`src/rtl/s_core_boot_pkg.sv`:
```
// s_core_boot_pkg: opcodes, FSM state encoding and byte-count width for the s_core boot loader.
// The CSUM state exists only when LOADER_CSUM_EN is defined.
package s_core_boot_pkg;
    localparam logic [7:0] OP_IMEM  = 8'h01;
    localparam logic [7:0] OP_REG   = 8'h02;
    localparam logic [7:0] OP_START = 8'h03;
    localparam int CNT_W = 2;
    localparam logic [2:0] ST_IDLE   = 3'd0;
    localparam logic [2:0] ST_ADDR   = 3'd1;
    localparam logic [2:0] ST_DATA   = 3'd2;
    localparam logic [2:0] ST_CSUM   = 3'd3;
    localparam logic [2:0] ST_COMMIT = 3'd4;
    localparam logic [2:0] ST_RUN    = 3'd5;
    typedef enum logic [2:0] {
        S_IDLE   = ST_IDLE,
        S_ADDR   = ST_ADDR,
        S_DATA   = ST_DATA,
        S_COMMIT = ST_COMMIT,
`ifdef LOADER_CSUM_EN
        S_RUN    = ST_RUN,
        S_CSUM   = ST_CSUM
`else
        S_RUN    = ST_RUN
`endif
    } state_t;
    function automatic logic op_known(input logic [7:0] op);
        return (op == OP_IMEM) || (op == OP_REG) || (op == OP_START);
    endfunction
endpackage

```
`src/rtl/s_core_boot_loader_asm.sv`:
```
// boot_word_asm: 8->32 little-endian byte assembler; first byte lands in bits [7:0] after four loads.
module boot_word_asm
    import s_core_boot_pkg::*;
(
    input  logic             clk,
    input  logic             rst_n,
    input  logic             i_clr,
    input  logic             i_ld,
    input  logic [7:0]       i_byte,
    output logic [31:0]      o_word_nxt,
    output logic [CNT_W-1:0] o_cnt
);
    logic [31:0]      r_word;
    logic [CNT_W-1:0] r_cnt;

    // Look-ahead word lets the commit capture a byte arriving on the same edge.
    assign o_word_nxt = i_ld ? {i_byte, r_word[31:8]} : r_word;
    assign o_cnt      = r_cnt;

    always_ff @(posedge clk or negedge rst_n) begin
        if (!rst_n) begin
            r_word <= '0;
            r_cnt  <= '0;
        end else if (i_clr) begin
            r_word <= '0;
            r_cnt  <= '0;
        end else if (i_ld) begin
            r_word <= o_word_nxt;
            r_cnt  <= r_cnt + CNT_W'(1);
        end
    end
endmodule

```
`src/rtl/s_core_boot_loader.sv`:
```
// s_core_boot_loader: parses IMEM/REG/START byte records into s_core setup writes and PC start.
// Define LOADER_CSUM_EN to require a trailing XOR checksum byte on every record.
module s_core_boot_loader
    import s_core_boot_pkg::*;
#(
    parameter int ADDR_W = 32,
    parameter int DATA_W = 32,
    parameter int REG_AW = 5
) (
    input  logic              clk,
    input  logic              rst_n,
    input  logic [7:0]        i_rx_data,
    input  logic              i_rx_valid,
    output logic              o_rx_ready,
    output logic              o_setup,
    output logic [ADDR_W-1:0] o_inst_mem_addr,
    output logic [DATA_W-1:0] o_inst_mem_data,
    output logic              o_inst_mem_we,
    output logic [REG_AW-1:0] o_load_reg_addr,
    output logic [DATA_W-1:0] o_load_reg_data,
    output logic              o_load_reg_we,
    output logic [ADDR_W-1:0] o_pc_instr_start_addr,
    output logic              o_err
);
    state_t            r_state, w_nxt;
    logic [7:0]        r_op;
    logic              r_rdy, r_err, r_iwe, r_rwe;
    logic [ADDR_W-1:0] r_imem_addr, r_pc;
    logic [DATA_W-1:0] r_imem_data, r_reg_data;
    logic [REG_AW-1:0] r_reg_addr;
    logic              w_hs, w_clr, w_a_ld, w_d_ld, w_commit, w_start, w_bad;
    logic [31:0]       w_a_nxt, w_d_nxt;
    logic [CNT_W-1:0]  w_a_cnt, w_d_cnt;
    logic [REG_AW-1:0] w_idx;
`ifdef LOADER_CSUM_EN
    logic [7:0]        r_csum;
`endif

    assign o_rx_ready            = r_rdy & (r_state != S_COMMIT) & (r_state != S_RUN);
    assign o_setup               = r_state != S_RUN;
    assign o_inst_mem_addr       = r_imem_addr;
    assign o_inst_mem_data       = r_imem_data;
    assign o_inst_mem_we         = r_iwe;
    assign o_load_reg_addr       = r_reg_addr;
    assign o_load_reg_data       = r_reg_data;
    assign o_load_reg_we         = r_rwe;
    assign o_pc_instr_start_addr = r_pc;
    assign o_err                 = r_err;
    assign w_hs                  = i_rx_valid & o_rx_ready;
    assign w_clr                 = r_state == S_IDLE;
    // A REG record's single index byte sits in the top byte of the address assembler.
    assign w_idx                 = w_a_nxt[24 +: REG_AW];

    boot_word_asm u_addr (
        .clk(clk), .rst_n(rst_n), .i_clr(w_clr), .i_ld(w_a_ld), .i_byte(i_rx_data),
        .o_word_nxt(w_a_nxt), .o_cnt(w_a_cnt)
    );
    boot_word_asm u_data (
        .clk(clk), .rst_n(rst_n), .i_clr(w_clr), .i_ld(w_d_ld), .i_byte(i_rx_data),
        .o_word_nxt(w_d_nxt), .o_cnt(w_d_cnt)
    );

    always_ff @(posedge clk or negedge rst_n) begin
        if (!rst_n) r_state <= S_IDLE;
        else        r_state <= w_nxt;
    end

    always_comb begin
        w_nxt    = r_state;
        w_a_ld   = 1'b0;
        w_d_ld   = 1'b0;
        w_commit = 1'b0;
        w_start  = 1'b0;
        w_bad    = 1'b0;
        case (r_state)
            S_IDLE: if (w_hs) begin
                w_bad = !op_known(i_rx_data);
                w_nxt = w_bad ? S_IDLE : S_ADDR;
            end
            S_ADDR: if (w_hs) begin
                w_a_ld = 1'b1;
                if (r_op == OP_REG || w_a_cnt == '1) begin
`ifdef LOADER_CSUM_EN
                    w_nxt = (r_op == OP_START) ? S_CSUM : S_DATA;
`else
                    w_start = r_op == OP_START;
                    w_nxt   = w_start ? S_RUN : S_DATA;
`endif
                end
            end
            S_DATA: if (w_hs) begin
                w_d_ld = 1'b1;
                if (w_d_cnt == '1) begin
`ifdef LOADER_CSUM_EN
                    w_nxt = S_CSUM;
`else
                    w_commit = 1'b1;
                    w_nxt    = S_COMMIT;
`endif
                end
            end
`ifdef LOADER_CSUM_EN
            S_CSUM: if (w_hs) begin
                w_bad    = i_rx_data != r_csum;
                w_start  = !w_bad && r_op == OP_START;
                w_commit = !w_bad && r_op != OP_START;
                w_nxt    = w_bad ? S_IDLE : (w_start ? S_RUN : S_COMMIT);
            end
`endif
            S_COMMIT: w_nxt = S_IDLE;
            default: ;
        endcase
    end

    always_ff @(posedge clk or negedge rst_n) begin
        if (!rst_n) begin
            r_op        <= '0;
            r_rdy       <= 1'b0;
            r_err       <= 1'b0;
            r_iwe       <= 1'b0;
            r_rwe       <= 1'b0;
            r_imem_addr <= '0;
            r_imem_data <= '0;
            r_reg_addr  <= '0;
            r_reg_data  <= '0;
            r_pc        <= '0;
`ifdef LOADER_CSUM_EN
            r_csum      <= '0;
`endif
        end else begin
            r_rdy <= 1'b1;
            r_err <= r_err | w_bad;
            r_iwe <= w_commit && r_op == OP_IMEM;
            r_rwe <= w_commit && r_op == OP_REG && w_idx != '0;
            if (w_clr && w_hs) r_op <= i_rx_data;
            if (w_commit && r_op == OP_IMEM) begin
                r_imem_addr <= w_a_nxt[ADDR_W-1:0];
                r_imem_data <= w_d_nxt[DATA_W-1:0];
            end
            if (w_commit && r_op == OP_REG && w_idx != '0) begin
                r_reg_addr <= w_idx;
                r_reg_data <= w_d_nxt[DATA_W-1:0];
            end
            if (w_start) r_pc <= w_a_nxt[ADDR_W-1:0];
`ifdef LOADER_CSUM_EN
            if (w_hs) r_csum <= w_clr ? i_rx_data : r_csum ^ i_rx_data;
`endif
        end
    end
endmodule

```
`config.mk`:
```
export PLATFORM = sky130hd
export DESIGN_NAME = s_core_boot_loader
export DESIGN_NICKNAME = d
export VERILOG_FILES = /design/src/rtl/s_core_boot_pkg.sv /design/src/rtl/s_core_boot_loader_asm.sv /design/src/rtl/s_core_boot_loader.sv
export SDC_FILE = /design/constraint.sdc
export NUM_CORES = 1
export LEC_CHECK = 0
export BUFFER_PORTS_ARGS = -buffer_cell sky130_fd_sc_hd__buf_2
export CAP_MARGIN = 10
export CORE_ASPECT_RATIO = 0.6
export CORE_MARGIN = 2
export CORE_UTILIZATION = 56
export DETAILED_ROUTE_END_ITERATION = 12
export PLACE_DENSITY = 0.79
export REMOVE_ABC_BUFFERS = 1
export SLEW_MARGIN = 5
export SYNTH_ARGS = -nofsm -noshare
export SYNTH_HDL_FRONTEND = slang
export SYNTH_SLANG_ARGS = --single-unit
```
`constraint.sdc`:
```
create_clock -name clk -period 2.5 [get_ports clk]
set_input_delay 0.5 -clock clk [delete_from_list [all_inputs] [get_ports clk]]
set_output_delay 0.5 -clock clk [all_outputs]
set_load 0.03 [all_outputs]
```
==> reports/results.tsv <==
stage	metric	value	unit
outcome	result of the run	complete, but fails checks	
outcome	violations in the final reports	DRC	
hold_path	Hold Crit Depth	2	
floorplanning	Die W	167	um
pwr	power density over the cells	835	mW/mm^2
logic_synthesis	synthesized flop and latch total	216	
global_route	antenna violations before repair	0	
sta	final setup violation count	0	
setup_path	register-to-register setup slack	280	ps
clock_tree	CTS clk-pin slew, worst paths	70	ps
final_layout	final standard cell utilization of the core	69.4	%
routing	vias after detailed routing	5521	
routing	via/cell ratio	5.61	
logic_synthesis	Synth Cell Area	0.00897	mm^2
floorplanning	placeable core region	0.0155	mm^2
global_route	maximum number of pins on one net before global-route repair	58	
routing	number of DRC violations after detailed-routing iteration 0	391	
final_layout	layout net count	780	
global_route	number of global-route vias before repair	5853	
setup_path	WP data required	2860	ps
routing	overall routed net length	19.3	mm
global_route	wire length of the first global-routing pass	31.9	mm
final_layout	Multi-input gate area	0.00327	mm^2
final_layout	post-route non-filler standard cell count	984	
setup_path	start-to-end type of the worst setup path	flop to flop	
logic_synthesis	mean post-synth cell area	14.6	um^2
sta	clock period minus final worst setup slack	2220	ps
clock_tree	# H-tree levels	1	
setup_path	kind of capture point of the worst setup path	flop	
setup_path	arrival time of the worst setup path	2590	ps
logic_synthesis	area fraction of the dominant cell type after synthesis	60.3	%
sta	number of pins with negative max-slew slack in the final report	0	
clock_tree	quantity of gates resized following cts	0	
logic_synthesis	fraction of the yosys area taken by sequential cells	60.3	%
setup_path	Cell Chain, Critical Path	ha_1 > nor2b_1 > nand4b_1 > nor4_4 > buf_12 > mux2_2	
sta	setup TNS	0	ps
floorplanning	number of rows created at floorplan	35	
logic_synthesis	number of distinct library cells after synthesis	47	
clock_tree	clock tree from TritonCTS	built	
clock_tree	clock tree buffer depth	3	
sta	post-route fraction of the period consumed by the critical path	88.9	%
final_layout	total of fill cells in the finished design	1081	
pwr	leakage power	5.48	nW
global_route	GRT Resource Usage Total	23.4	%
clock_tree	buffer type at the clock tree root	sky130_fd_sc_hd__clkbuf_16	
routing	router iterations before antenna repair	9	
routing	mean routed wirelength per cell	19.6	um
final_layout	most frequent standard cell in the layout excluding fill and tap cells	sky130_fd_sc_hd__dfrtp_1	
final_layout	area used by sequential logic in the layout	0.00541	mm^2
floorplanning	die outline area	0.0171	mm^2
sta	skew final	9.38	ps
logic_synthesis	Top FF cell, synth	sky130_fd_sc_hd__dfrtp_1	
sta	fmax	450	MHz
pwr	worst-case vdd ir drop	0.447	mV
setup_path	largest incremental delay on the critical path	380	ps
logic_synthesis	number of synthesized flops with an enable pin	0	
final_layout	number of diodes	0	
setup_path	Critical R2R Capture	o_load_reg_addr[4]$_DFFE_PN0P_	
setup_path	CP Launch Type	flop	
clock_tree	number of sinks driven by the clock tree	216	
run	number of max-cap violations	0	
placed_design	# placed instances	947	
global_route	global route overflow	0	
final_layout	P&R area growth vs syn	19.9	%
setup_path	Max FO, Critical Path	36	
hold_path	end point of the most critical hold path	r_op[5]$_DFFE_PN0P_	
placed_design	Routability Congestion	0.912	
clock_tree	Post-CTS Setup Bufs	0	
logic_synthesis	ys async rst share	100	%
clock_tree	cts bufs inserted	20	
hold_path	startpoint of the lowest-slack hold path	i_rx_data[5]	
placed_design	HPWL Detailed	13.0	mm
setup_path	Reg2Reg Launch Point	u_data.o_cnt[0]$_DFFE_PN0P_	
setup_path	CP bufs+invs	1	
setup_path	category of cells accounting for the largest share of critical-path delay	simple AND/OR/NAND/NOR gates	
logic_synthesis	top area cells in the synthesized netlist	sky130_fd_sc_hd__dfrtp_1, sky130_fd_sc_hd__mux2_2, sky130_fd_sc_hd__mux2i_1	
sta	RSZ-0062 raised after global routing	no	
placed_design	Port Buf Inserts	148	
logic_synthesis	dominant cell type by area after synthesis	sky130_fd_sc_hd__dfrtp_1	
clock_tree	insertion delay of the later-clocked pin in the worst-skew pair	480	ps
setup_path	Register-to-Register Path Depth	6	
setup_path	startpoint of the worst setup timing path	u_data.o_cnt[0]$_DFFE_PN0P_	
setup_path	slowest CP cell	sky130_fd_sc_hd__nor4_4	
hold_path	class of the tightest hold or removal check	input port to flop	
routing	post-detailed-route DRC marker count	8	
logic_synthesis	cells after synthesis	615	
sta	final-report hold violation count	0	
logic_synthesis	Warnings, synthesis	0	
routing	antenna-violating nets left	0	
floorplanning	die span in y	102	um
final_layout	layout cell share with drive strength beyond 1	46.5	%
floorplanning	Starting Density	57.9	%
floorplanning	io pins	149	
final_layout	commonest non-fill, non-tap cells in the layout	sky130_fd_sc_hd__dfrtp_1, sky130_fd_sc_hd__buf_2, sky130_fd_sc_hd__mux2_2, sky130_fd_sc_hd__mux2i_1, sky130_fd_sc_hd__nor2_1	
## kinds of logic (layout without fill, tap and decap cells)
group | count (synthesis) | after routing | synth area share (%)
flip-flops | 216 | 216 | 60.3
multiplexers | 208 | 208 | 26.5
AND/OR/NAND/NOR | 71 | 71 | 4.77
buffers and inverters | 67 | 233 | 3.52
AO/OA/AOI/OAI | 48 | 48 | 4.44
adder cells (fa/ha/maj) | 2 | 2 | 0.279
XOR/XNOR | 2 | 2 | 0.195
other | 1 | 1 | 0.0418
## state kept, by name, indices dropped and copies added (netlist names), 5 cells and up
register               cells
o_pc_instr_start_addr     32
o_load_reg_data           32
r_op                       8
o_inst_mem_data           32
o_inst_mem_addr           32
u_addr.r_word             32
o_load_reg_addr            5
u_data.r_word             32
## report_power, final
group / leakage, nW / internal [W] / switching (W)
logic: 2.34 / 0.000562 / 0.000873
registers: 2.80 / 0.00390 / 0.000357
clock network: 0.343 / 0.00199 / 0.00130
## metal layers
layer | vias up | GRT usage [%] | part of all wire [%]
li1 | 2475 | - | -
met1 | 2848 | 35.2 | 48
met2 | 174 | 36.3 | 45
met3 | 24 | 4.69 | 6.1
met4 | 0 | 3.88 | 1.2
met5 | - | 0 | 0
## worst reg2reg max path: cells and delay by family (launching register included)
kind	cells	cell delay [ps]
flip-flops	1	370
AND/OR/NAND/NOR	3	780
adder cells (fa/ha/maj)	1	250
buffers and inverters	1	320
multiplexers	1	390
## worst max path at each step
stage	to	slack (ps)	cells past startpoint
final	o_load_reg_addr[4]$_DFFE_PN0P_	280	6
after global routing	o_load_reg_data[2]$_DFFE_PN0P_	150	6
after CTS	o_load_reg_data[31]$_DFFE_PN0P_	290	5
after detailed placement	o_load_reg_data[1]$_DFFE_PN0P_	230	6
after global placement	o_load_reg_data[2]$_DFFE_PN0P_	290	6
after floorplan	o_inst_mem_addr[24]$_DFFE_PN0P_	-2190	4
## per-stage QoR
step	instance area (um^2)	total power [W]	hold WS, ps	setup slack [ps]
floorplan	8770	0.00518	204	-2190
global placement	10000	0.00563	470	295
detailed placement	10000	0.00573	482	233
CTS	10800	0.00904	341	292
global route	10800	0.00938	350	148
finish	10800	0.00898	368	276
## cell usage after synthesis, types with 4 or more instances
cell                       instances
sky130_fd_sc_hd__mux2_4           28
sky130_fd_sc_hd__o31a_1           33
sky130_fd_sc_hd__clkbuf_1         15
sky130_fd_sc_hd__buf_4             8
sky130_fd_sc_hd__dfrtp_1         216
sky130_fd_sc_hd__mux2_2          123
sky130_fd_sc_hd__inv_1            30
sky130_fd_sc_hd__nor2_1           36
sky130_fd_sc_hd__mux2i_1          56
sky130_fd_sc_hd__buf_2             9
sky130_fd_sc_hd__nor2b_1           5
sky130_fd_sc_hd__nor3_1            4
sky130_fd_sc_hd__a21oi_1           4
## cell type report
class                   count  area share, %
flip-flops and latches    216           50.2
repair buffers            167           9.36
multi-input cells         332           30.4
clock inverters            10           1.48
well taps                 203           2.36
clock buffers              26           5.15
inverters                  30           1.05
## repair_timing
item,in CTS,in global routing
hold buffers,1,0
hold endpoints to repair,46,0
endpoints found under the setup margin,0,0
Note: power is estimated with default switching activity, not from simulation.
